`src/rtl/accel_apb_cmdfifo.sv`:
```
// APB command FIFO slave: software pushes 32-bit words through a register, the
// accelerator core drains them over a valid/ready stream.
package accel_apb_cmdfifo_pkg;

  localparam int unsigned SYSBUS_ADDR_W = 48;
  localparam logic [15:0] VENDOR_OPTIMITECH      = 16'h00F1;
  localparam logic [7:0]  PNP_CFG_DEV_DESCR_BYTES = 8'h14;
  localparam logic [1:0]  PNP_CFG_TYPE_SLAVE      = 2'h2;

  typedef struct packed {
    logic [SYSBUS_ADDR_W-1:0] addr_start;
    logic [SYSBUS_ADDR_W-1:0] addr_end;
  } mapinfo_type;

  typedef struct packed {
    logic [7:0]               descrsize;
    logic [1:0]               descrtype;
    logic [SYSBUS_ADDR_W-1:0] addr_start;
    logic [SYSBUS_ADDR_W-1:0] addr_end;
    logic [15:0]              vid;
    logic [15:0]              did;
  } dev_config_type;

  typedef struct packed {
    logic [31:0] paddr;
    logic [2:0]  pprot;
    logic        pselx;
    logic        penable;
    logic        pwrite;
    logic [31:0] pwdata;
    logic [3:0]  pstrb;
  } apb_in_type;

  typedef struct packed {
    logic        pready;
    logic [31:0] prdata;
    logic        pslverr;
  } apb_out_type;

endpackage

module accel_apb_cmdfifo
  import accel_apb_cmdfifo_pkg::*;
#(
  parameter logic        async_reset = 1'b1,
  parameter logic [15:0] did         = 16'h0000,
  parameter int unsigned depth_log2  = 4
) (
  input  logic           i_clk,
  input  logic           i_nrst,
  input  mapinfo_type    i_mapinfo,
  output dev_config_type o_cfg,
  input  apb_in_type     i_apbi,
  output apb_out_type    o_apbo,
  output logic           o_cmd_valid,
  output logic [31:0]    o_cmd_data,
  input  logic           i_cmd_ready,
  output logic           o_irq
);

  localparam int unsigned DEPTH = 2 ** depth_log2;
  localparam int unsigned CNT_W = depth_log2 + 1;
  localparam logic [31:0] ID_VALUE = 32'hACCE_C0F0;
  localparam logic [depth_log2-1:0] PTR_ONE = 1;
  localparam logic [CNT_W-1:0] CNT_ONE  = 1;
  localparam logic [CNT_W-1:0] CNT_FULL = CNT_W'(DEPTH);

  typedef enum logic {ST_IDLE, ST_RESP} state_t;

  typedef struct packed {
    state_t                     state;
    logic                       pready;
    logic [31:0]                prdata;
    logic                       pslverr;
    logic [depth_log2-1:0]      rd_ptr;
    logic [depth_log2-1:0]      wr_ptr;
    logic [CNT_W-1:0]           count;
    logic                       enable;
    logic                       irq_en;
    logic [7:0]                 thresh;
    logic                       overflow;
    logic                       strb_err;
    logic                       irq;
    logic [DEPTH-1:0][31:0]     mem;
  } regs_t;

  localparam regs_t R_RESET = '0;

  regs_t       r;
  regs_t       v;
  logic        acc;
  logic        push;
  logic        pop;
  logic        flush;
  logic        err;
  logic [31:0] rdata;
  logic [9:0]  off;
  logic        empty_c;
  logic        full_c;
  logic        cmd_valid_c;
  logic [31:0] status_c;
  logic        unused_apb;

  assign empty_c     = (r.count == '0);
  assign full_c      = (r.count == CNT_FULL);
  assign cmd_valid_c = r.enable & ~empty_c;
  assign status_c    = {16'h0000, 8'(r.count), 4'h0, r.strb_err, r.overflow, full_c, empty_c};
  assign off         = i_apbi.paddr[11:2];
  assign unused_apb  = ^{i_apbi.paddr[31:12], i_apbi.paddr[1:0], i_apbi.pprot};

  // APB FSM, register file side effects and FIFO bookkeeping
  always_comb begin
    v     = r;
    acc   = 1'b0;
    push  = 1'b0;
    flush = 1'b0;
    err   = 1'b0;
    rdata = '0;
    pop   = cmd_valid_c & i_cmd_ready;

    case (r.state)
      ST_IDLE: begin
        v.pready = 1'b0;
        if (i_apbi.pselx && i_apbi.penable) begin
          acc      = 1'b1;
          v.pready = 1'b1;
          v.state  = ST_RESP;
        end
      end
      ST_RESP: begin
        v.pready = 1'b0;
        v.state  = ST_IDLE;
      end
      default: v.state = ST_IDLE;
    endcase

    if (acc) begin
      case (off)
        10'h000: rdata = ID_VALUE;
        10'h001: begin
          rdata = status_c;
          if (i_apbi.pwrite) begin
            if (i_apbi.pwdata[2]) v.overflow = 1'b0;
            if (i_apbi.pwdata[3]) v.strb_err = 1'b0;
          end
        end
        10'h002: begin
          rdata = {29'h0, r.irq_en, 1'b0, r.enable};
          if (i_apbi.pwrite && i_apbi.pstrb[0]) begin
            v.enable = i_apbi.pwdata[0];
            flush    = i_apbi.pwdata[1];
            v.irq_en = i_apbi.pwdata[2];
          end
        end
        10'h003: begin
          if (i_apbi.pwrite) begin
            if (i_apbi.pstrb != 4'hF) begin
              err        = 1'b1;
              v.strb_err = 1'b1;
            end else if (full_c) begin
              // fullness is judged before any pop in this cycle
              err        = 1'b1;
              v.overflow = 1'b1;
            end else begin
              push = 1'b1;
            end
          end
        end
        10'h004: begin
          rdata = {24'h0, r.thresh};
          if (i_apbi.pwrite && i_apbi.pstrb[0]) v.thresh = i_apbi.pwdata[7:0];
        end
        default: err = 1'b1;
      endcase
      v.prdata  = i_apbi.pwrite ? 32'h0 : rdata;
      v.pslverr = err;
    end

    if (push) begin
      v.mem[r.wr_ptr] = i_apbi.pwdata;
      v.wr_ptr        = r.wr_ptr + PTR_ONE;
    end
    if (pop) v.rd_ptr = r.rd_ptr + PTR_ONE;
    case ({push, pop})
      2'b10:   v.count = r.count + CNT_ONE;
      2'b01:   v.count = r.count - CNT_ONE;
      default: v.count = r.count;
    endcase

    // flush overrides any pop in the same cycle
    if (flush) begin
      v.rd_ptr = '0;
      v.wr_ptr = '0;
      v.count  = '0;
    end

    v.irq = v.irq_en & (8'(v.count) <= v.thresh);
  end

  if (async_reset) begin : g_async_rst
    always_ff @(posedge i_clk or negedge i_nrst) begin
      if (!i_nrst) r <= R_RESET;
      else         r <= v;
    end
  end else begin : g_sync_rst
    always_ff @(posedge i_clk) begin
      if (!i_nrst) r <= R_RESET;
      else         r <= v;
    end
  end

  assign o_cfg.descrsize  = PNP_CFG_DEV_DESCR_BYTES;
  assign o_cfg.descrtype  = PNP_CFG_TYPE_SLAVE;
  assign o_cfg.addr_start = i_mapinfo.addr_start;
  assign o_cfg.addr_end   = i_mapinfo.addr_end;
  assign o_cfg.vid        = VENDOR_OPTIMITECH;
  assign o_cfg.did        = did;

  assign o_apbo.pready  = r.pready;
  assign o_apbo.prdata  = r.prdata;
  assign o_apbo.pslverr = r.pslverr;

  assign o_cmd_valid = cmd_valid_c;
  assign o_cmd_data  = r.mem[r.rd_ptr];
  assign o_irq       = r.irq;

endmodule

```
`config.mk`:
```
export PLATFORM = sky130hd
export DESIGN_NAME = accel_apb_cmdfifo
export DESIGN_NICKNAME = d
export VERILOG_FILES = /design/src/rtl/accel_apb_cmdfifo.sv
export SDC_FILE = /design/constraint.sdc
export NUM_CORES = 1
export LEC_CHECK = 0
export ABC_CLOCK_PERIOD_IN_PS = 4500
export CORE_MARGIN = 2
export CORE_UTILIZATION = 40
export DETAILED_ROUTE_END_ITERATION = 10
export GPL_ROUTABILITY_DRIVEN = 0
export PLACE_DENSITY = 0.63
export SLEW_MARGIN = 20
export SYNTH_ARGS = -nofsm -noshare
export SYNTH_HDL_FRONTEND = slang
export SYNTH_SLANG_ARGS = --single-unit
```
`constraint.sdc`:
```
create_clock -name i_clk -period 4.5 [get_ports i_clk]
set_input_delay 0.9 -clock i_clk [delete_from_list [all_inputs] [get_ports i_clk]]
set_output_delay 0.9 -clock i_clk [all_outputs]
set_load 0.01 [all_outputs]
```
==> impl_metrics.py, run 1 <==
metrics = {
    "worst_setup_path": {
        "worstRegToRegCells": 14,
        "worstPathArrival_ps": 4840,
        "r2r_start": "r[525]",
        "worstSetupStartpointType": "input pin",
        "reg2reg_slack_ps": 560,
        "cp-end-kind": "register",
        "cp.required_ps": 5030,
        "critical_path.max_fanout": 3,
        "crit_type": "in -> reg",
        "regToRegEndpoint": "o_irq",
    },
    "floorplan": {
        "initial_core_util": 0.404,
        "fp.coreArea_um2": 65700,
        "rows": 94,
        "dieWidth_um": 262,
        "die_h_um": 262,
        "ioPinCount": 379,
        "die_area_um2": 68500,
    },
    "final_layout": {
        "stdcell_area_um2": 29700,
        "syn2layout_area_growth_pct": 11.6,
        "drive_gt1_frac": 0.461,
        "nNetsFinal": 1931,
        "antennaDiodeCount": 0,
        "filler_cell_count": 5725,
    },
    "placement": {
        "dpl_cell_area_um2": 27800,
        "post-place-ws_ps": -394,
        "place_hpwl_um": 37200,
        "portBuffers": 111,
    },
    "timing": {
        "fin_ws_ps": 191,
        "tightest_slew_ps": 904,
        "maxSlewViolCount": 0,
        "max-slew-margin-rel": 0.397,
        "setup-violations-final": 0,
        "hold_viol": 0,
        "skew_ps": 17.6,
        "max_freq_mhz": 232,
        "period_share": 0.957,
        "period_needed_ps": 4310,
        "rsz0062_at_grt": "false",
    },
    "clock_network": {
        "cts_setup_buffers": 0,
        "insertion_delay_ps": 620,
        "clock-root-buffer": "clkbuf_16",
        "cts_tree": "yes",
        "holdBufCountCts": 0,
        "cts_resized": 0,
        "clkTransAtPathRegs_ps": 60,
        "cts_sinks": 554,
        "cts_max_path_buffers": 3,
        "numCtsBuffers": 57,
        "htreeDepth": 2,
    },
    "route": {
        "met3WireLength_um": 3200,
        "antenna_left": 0,
        "m1WireLength_um": 27800,
        "vias": 14744,
        "routedWlPerCell_um": 23.6,
        "avgViaCountPerCell": 5.56,
        "drc": 0,
        "firstDrtPassIters": 5,
        "wirelength_um": 62600,
        "drt-initial-drc-count": 948,
        "highest_layer": "met5",
        "routed-wl-met2_um": 30100,
    },
    "synth": {
        "netlist_area_um2": 26600,
        "netlist.area_leader.share": 0.522,
        "yosysSeqAreaShare": 0.522,
        "ys_seq_elements": 554,
        "ys_warn_count": 0,
        "synth.distinct_cells": 53,
        "synthTopCellsByArea": "dfrtp_1 (52%), mux2_2 (21%), mux4_2 (14%)",
        "dominantRegCellSynth": "dfrtp_1",
        "synth_top_area_cell": "dfrtp_1",
        "ys_async_sr_fraction": 1.00,
        "synth-edff-count": 0,
        "syn_avg_cell_area_um2": 15.1,
        "netlist_instances": 1760,
    },
    "power_and_ir_drop": {
        "leakage_uw": 0.0142,
        "power.switching_uw": 2180,
        "power.internal_uw": 7740,
        "pwr-share-comb": 0.029,
        "ir_worst_vdd_uv": 275,
        "pwr-share-seq": 0.503,
        "sw_frac_of_total": 0.220,
        "pwr-share-clk": 0.468,
        "power_density_nw_per_um2": 334,
    },
    "global_route": {
        "grt_use_total": 0.186,
        "antenna_found_initial": 2,
        "grt_pass1_wl_um": 96500,
        "grt.overflow.total": 0,
        "grt_max_degree": 106,
        "first_global_vias": 15650,
    },
    "job": {
        "maxCapViolCount": 0,
    },
    "worst_hold_path": {
        "min_path_type": "in -> async",
    },
    "outcome": {
        "status": "complete, no violations",
    },
}
==> worst max path at each step <==
stage	slack (ps)	startpoint	cells after the start	endpoint
2_1_floorplan	160	i_apbi[47]	16	o_irq
3_3_place_gp	-270	i_apbi[53]	15	o_irq
3_5_place_dp	-390	i_apbi[53]	15	o_irq
4_1_cts	220	r[535]	4	o_cmd_data[0]
5_1_grt	40	i_apbi[53]	15	o_irq
6_report	190	i_apbi[47]	15	o_irq
==> synthesized netlist by cell type (2+ instances only) <==
| master | n |
|---|---|
| a21oi_1 | 15 |
| buf_4 | 172 |
| or3_1 | 4 |
| nand4b_1 | 2 |
| mux4_2 | 160 |
| dfrtp_1 | 554 |
| nand2_1 | 18 |
| nor2b_1 | 4 |
| mux2_1 | 24 |
| buf_2 | 32 |
| xor2_1 | 3 |
| nor2_1 | 13 |
| mux2i_1 | 7 |
| or4_1 | 4 |
| inv_1 | 15 |
| nand3_1 | 11 |
| nand3b_1 | 2 |
| a32oi_1 | 4 |
| o211ai_1 | 3 |
| clkbuf_1 | 87 |
| a31oi_1 | 3 |
| mux2_2 | 495 |
| and4b_1 | 2 |
| nand4_1 | 25 |
| conb_1 | 2 |
| and3_1 | 5 |
| a211o_1 | 2 |
| nor3_1 | 9 |
| buf_1 | 19 |
| nor4_1 | 4 |
| and3b_1 | 2 |
| ha_1 | 13 |
| a22o_1 | 6 |
| nor4bb_1 | 2 |
| a21o_1 | 4 |
| or3b_2 | 2 |
| o21ai_0 | 15 |
==> through the flow <==
step	std cells	TNS [ps]	hold WS, ps	utilization	power, uW
floorplan	1808	0	440	-	5280
global placement	2550	-267	468	0.423	5360
detailed placement	2550	-394	478	0.423	5370
CTS	2652	0	398	0.451	10000
global route	2652	0	446	0.451	10300
finish	2652	0	396	0.451	9910
==> state kept, by name (all words and copies together) (netlist names) <==
register  flops
r           537
o_apbo       16
o_irq         1
==> metal layers <==
metal | vias up | global-route usage
met3 | 119 | 0.0324
met2 | 388 | 0.304
met4 | 4 | 0.0541
met5 | - | 0.00208
met1 | 7946 | 0.255
li1 | 6287 | -
==> worst max-delay path: stages <==
cell and delay (ps):
clkdlybuf4s50_1 420, or4_1 600, nor2_1 230, nand4_1 200, ha_1 270, xor2_1 150, ha_1 210, or3b_2 460
o2111ai_1 110, a21oi_1 120, mux2i_1 230, ha_1 280, and3_1 170, a221o_1 300, a31oi_1 180
==> cell type report <==
class	instances	area [um^2]	area share
Inverter	15	56.3	0.00190
Sequential cell	554	13900	0.468
Multi-Input combinational cell	929	11000	0.370
Tap cell	864	1080	0.0364
Timing Repair Buffer	188	1840	0.0622
Clock inverter	15	183	0.00616
Clock buffer	87	1640	0.0553
==> cell families (layout without fill, tap and decap cells) <==
| family | count (synthesis) | count (layout) | synth area share |
|---|---|---|---|
| mux | 686 | 686 | 0.358 |
| simple gates | 116 | 116 | 0.0260 |
| fa+ha+maj | 13 | 13 | 0.00612 |
| compound gates | 60 | 60 | 0.0148 |
| other cells | 2 | 50 | 0.000283 |
| flops | 554 | 554 | 0.522 |
| buf+inv | 325 | 305 | 0.0717 |
| xor+xnor | 4 | 4 | 0.00132 |
==> placed cells by master (no fill, tap or decap), types with 3 or more instances in the layout <==
master and n:
clkdlybuf4s50_1 110, a22o_1 6, nor2_1 13, a21oi_1 15
nand4_1 25, nand3_1 11, clkbuf_1 20, nand2_1 18
conb_1 50, o211ai_1 3, buf_4 65, or4_1 4
a21o_1 4, a32oi_1 4, clkbuf_16 57, bufinv_16 3
clkinv_2 7, and3_1 5, nor2b_1 4, mux4_2 160
o21ai_0 15, nor4_1 4, ha_1 13, a31oi_1 3
mux2_2 495, buf_12 12, clkbuf_8 10, dfrtp_1 550
xor2_1 3, or3_1 4, mux2i_1 7, mux2_1 24
nor3_1 9, inv_1 15
==> power groups by stage <==
stage               clock [uW]  combinational, uW  sequential, uW
detailed placement           0                298            5080
global route              4970                331            4980
finish                    4630                291            4990
floorplan                    0                199            5080
global placement             0                288            5080
CTS                       4760                299            4990
Note: power is estimated with default switching activity, not from simulation.
==> run 2: changes to the inputs <==
CORE_UTILIZATION = 55   (was 40)
PLACE_DENSITY = 0.81   (was 0.63)
==> impl_metrics.py, run 2 (synthesized netlist as in run 1, its figures left out) <==
metrics = {
    "global_route": {
        "grt_max_degree": 132,
        "grt_use_total": 0.255,
        "grt.overflow.total": 0,
        "first_global_vias": 15820,
        "grt_pass1_wl_um": 96900,
        "antenna_found_initial": 2,
    },
    "worst_setup_path": {
        "worstRegToRegCells": 14,
        "crit_buf_inv": 1,
        "worstSetupStartpoint": "i_apbi[50]",
        "worstPathArrival_ps": 4740,
        "cp.required_ps": 5010,
        "worstSetupStartpointType": "input pin",
        "cp-end-kind": "register",
        "cp_cell_sequence": "clkdlybuf4s50_1, or4_1, nor2_1, nand4_1, ha_1, xor2_1, ha_1, or3b_2, o2111ai_1, a21oi_1, mux2i_1, ha_1, and3_1, a221o_1, a31oi_1",
        "critPathSlowestCell": "or4_1",
        "crit_top_cell": "ha_1",
        "r2r_start": "r[526]",
        "crit_type": "in -> reg",
        "cp_num_cells": 15,
        "crit_family": "simple AND/OR/NAND/NOR gates",
        "critical_path.max_fanout": 4,
        "worst_path_largest_cell_delay_ps": 540,
    },
    "placement": {
        "dp.cells": 2296,
        "portBuffers": 111,
        "dpl_cell_area_um2": 27500,
        "place_hpwl_um": 37500,
    },
    "timing": {
        "setup-violations-final": 0,
        "holdWs_ps": 278,
        "hold_viol": 0,
        "max-slew-margin-rel": 0.455,
        "max_freq_mhz": 237,
        "maxSlewViolCount": 0,
        "period_share": 0.938,
        "rsz0062_at_grt": "false",
        "tightest_slew_ps": 810,
        "period_needed_ps": 4220,
        "skew_ps": 12.8,
    },
    "route": {
        "wirelength_um": 62300,
        "drc": 0,
        "drt-initial-drc-count": 1290,
        "routedWlPerCell_um": 25.9,
        "vias": 15097,
        "firstDrtPassIters": 5,
        "avgViaCountPerCell": 6.29,
        "antenna_left": 0,
    },
    "final_layout": {
        "filler_cell_count": 3421,
        "nNetsFinal": 1927,
        "antennaDiodeCount": 0,
        "drive_gt1_frac": 0.464,
        "finalNonFillerCells": 2401,
        "final_common_cell": "dfrtp_1",
        "syn2layout_area_growth_pct": 10.5,
        "largest_reg_flops": 537,
        "regMostFlops": "r",
        "stdcell_area_um2": 29400,
        "layout_common_cells": "dfrtp_1 (550), mux2_2 (495), mux4_2 (160)",
    },
    "power_and_ir_drop": {
        "ir_worst_vdd_uv": 304,
        "finalPower_uw": 9870,
        "leakage_uw": 0.0142,
        "power_density_nw_per_um2": 336,
    },
    "floorplan": {
        "die_area_um2": 50100,
        "initial_core_util": 0.557,
        "fp.coreArea_um2": 47700,
        "dieWidth_um": 224,
        "rows": 80,
        "die_h_um": 224,
        "ioPinCount": 379,
    },
    "worst_hold_path": {
        "min_path_type": "in -> async",
    },
    "clock_network": {
        "cts_tree": "yes",
        "clkTransAtPathRegs_ps": 60,
        "cts_resized": 0,
        "numCtsBuffers": 57,
        "cts_setup_buffers": 0,
        "htreeDepth": 2,
        "insertion_delay_ps": 610,
        "clock-root-buffer": "clkbuf_16",
        "cts_max_path_buffers": 3,
        "holdBufCountCts": 0,
        "cts_sinks": 554,
    },
    "outcome": {
        "status": "complete, no violations",
    },
    "job": {
        "maxCapViolCount": 0,
    },
}
## run 2: metal layers
metal  up-vias  global-route usage  routed length, um
li1       6266                   -                  -
met1      8088               0.339              25300
met3       174              0.0550               4160
met5         -                   0                 25
met4         4              0.0946               2330
met2       565               0.417              30500
## run 2: final timing paths
path                                   to  slack, ps
worst min register to register  o_apbo[4]        480
worst max-delay path                o_irq        280
min in group i_clk              o_apbo[4]        480
max in group asynchronous          r[309]       3010
worst min-delay path                r[68]        280
worst max register to register      o_irq        450
## run 2: layout make-up
class / count / area (um^2) / area share
repair buffers: 184 / 1850 / 0.0629
multi-input cells: 929 / 11000 / 0.374
inverters: 15 / 56.3 / 0.00192
clock buffers: 87 / 1700 / 0.0579
well taps: 615 / 769 / 0.0262
flip-flops and latches: 554 / 13900 / 0.472
clock inverters: 17 / 130 / 0.00443
## run 2: stage by stage
stage	util	setup TNS, ps	setup slack, ps
2_1_floorplan	-	0	160
3_3_place_gp	0.576	-156	-156
3_5_place_dp	0.576	-240	-240
4_1_cts	0.614	0	385
5_1_grt	0.615	0	127
6_report	0.615	0	277
## run 2: worst reg2reg max path, cell delays in order, from the launching register on
cell       delay, ps
dfrtp_1          500
or4_1            640
o211ai_1         250
inv_1            100
ha_1             240
xor2_1           150
ha_1             240
or3b_2           460
o2111ai_1        120
a21oi_1          100
mux2i_1          230
ha_1             280
and3_1           160
a221o_1          300
a31oi_1          190
## run 2: where the power goes
group | total [uW] | switching (uW) | leakage, uW | internal, uW
Clock | 4590 | 1940 | 0.000911 | 2650
Sequential | 4990 | 1.97 | 0.00773 | 4980
Combinational | 291 | 212 | 0.00560 | 79.0
Total | 9870 | 2150 | 0.0142 | 7710
==> run 3: changes to the inputs <==
CTS_BUF_LIST = sky130_fd_sc_hd__clkbuf_8   (was not set)
==> impl_metrics.py, run 3 (synthesized netlist as in run 1, its figures left out) <==
metrics = {
    "timing": {
        "tightest_slew_ps": 830,
        "setup-violations-final": 0,
        "max_freq_mhz": 241,
        "skew_ps": 23.8,
        "timing.setup.tns_ps": 0,
        "period_needed_ps": 4150,
        "holdWs_ps": 220,
        "hold_viol": 0,
        "rsz0062_at_grt": "false",
        "maxSlewViolCount": 0,
        "max-slew-margin-rel": 0.441,
        "period_share": 0.922,
    },
    "power_and_ir_drop": {
        "leakage_uw": 0.0144,
        "finalPower_uw": 9390,
        "ir_worst_vdd_uv": 203,
        "power_density_nw_per_um2": 321,
    },
    "worst_setup_path": {
        "worstPathArrival_ps": 4710,
        "cp-end-kind": "register",
        "worstSetupStartpointType": "input pin",
        "cp.required_ps": 5060,
        "critical_path.max_fanout": 4,
        "crit_type": "in -> reg",
    },
    "worst_hold_path": {
        "min_path_type": "in -> async",
    },
    "final_layout": {
        "nNetsFinal": 1961,
        "antennaDiodeCount": 0,
        "largest_reg_flops": 537,
        "layout_common_cells": "dfrtp_1 (550), mux2_2 (495), mux4_2 (160)",
        "drive_gt1_frac": 0.462,
        "finish.utilization": 0.612,
        "final_common_cell": "dfrtp_1",
        "syn2layout_area_growth_pct": 9.97,
        "stdcell_area_um2": 29200,
        "regMostFlops": "r",
    },
    "route": {
        "vias": 15326,
        "drt-initial-drc-count": 1261,
        "antenna_left": 0,
        "routedWlPerCell_um": 25.3,
        "firstDrtPassIters": 5,
        "drc": 0,
        "wirelength_um": 62400,
        "avgViaCountPerCell": 6.23,
    },
    "clock_network": {
        "cts_resized": 0,
        "insertion_delay_ps": 650,
        "cts_tree": "yes",
        "clkTransAtPathRegs_ps": 60,
        "holdBufCountCts": 0,
        "numCtsBuffers": 91,
        "clock-root-buffer": "clkbuf_8",
        "cts_max_path_buffers": 3,
        "cts_setup_buffers": 0,
        "htreeDepth": 3,
        "cts_sinks": 554,
    },
    "placement": {
        "place_hpwl_um": 37500,
        "portBuffers": 111,
        "dpl_cell_area_um2": 27500,
    },
    "floorplan": {
        "dieWidth_um": 224,
        "die_area_um2": 50100,
        "die_h_um": 224,
        "rows": 80,
        "ioPinCount": 379,
        "fp.coreArea_um2": 47700,
        "initial_core_util": 0.557,
    },
    "global_route": {
        "grt.overflow.total": 0,
        "grt_max_degree": 132,
        "antenna_found_initial": 2,
        "grt_use_total": 0.256,
        "first_global_vias": 16258,
        "grt_pass1_wl_um": 97500,
    },
    "job": {
        "maxCapViolCount": 0,
    },
    "outcome": {
        "status": "complete, no violations",
    },
}
[run 3: worst paths after layout]
kind / cells after the start / to / slack (ps) / start
min in group i_clk: 2 / o_apbo[4] / 480 / o_apbo[4]
max in group asynchronous: 3 / r[307] / 3040 / i_nrst
min reg2reg: 2 / o_apbo[4] / 480 / o_apbo[4]
max reg2reg: 14 / o_irq / 470 / r[526]
max: 15 / o_irq / 350 / i_apbi[50]
min: 1 / r[3] / 220 / i_nrst
[run 3: worst max-delay path, cell delays in order]
cell and delay [ps]:
clkdlybuf4s50_1 440, or4_1 540, nor2_1 210, nand4_1 150, ha_1 240, xor2_1 150
ha_1 240, or3b_2 460, o2111ai_1 120, a21oi_1 100, mux2i_1 220, ha_1 280
and3_1 160, a221o_1 300, a31oi_1 190
[run 3: layout make-up]
cell class | count | area [um^2]
clock buffers | 102 | 1400
clock inverters | 62 | 289
fillers | 3492 | 18500
inverters | 15 | 56.3
multi-input cells | 929 | 11000
flip-flops and latches | 554 | 13900
well taps | 615 | 769
repair buffers | 184 | 1850
[run 3: report_power, final]
part	internal (uW)	switching [uW]	total, uW
sequential	4990	2.06	4990
combinational	79.0	212	291
clock	2130	1980	4110
total	7190	2190	9390
[run 3: metal layers]
metal | vias to the layer above | wire (um) | global-route usage
met5 | - | 25 | 0
met4 | 4 | 2350 | 0.107
met3 | 190 | 4280 | 0.0557
met2 | 599 | 30600 | 0.414
met1 | 8180 | 25200 | 0.339
li1 | 6353 | - | -
[run 3: metrics by stage]
stage / std cells / setup slack (ps)
detailed placement: 2296 / -240
floorplan: 1808 / 160
finish: 2461 / 351
global route: 2461 / 175
global placement: 2296 / -156
CTS: 2460 / 337
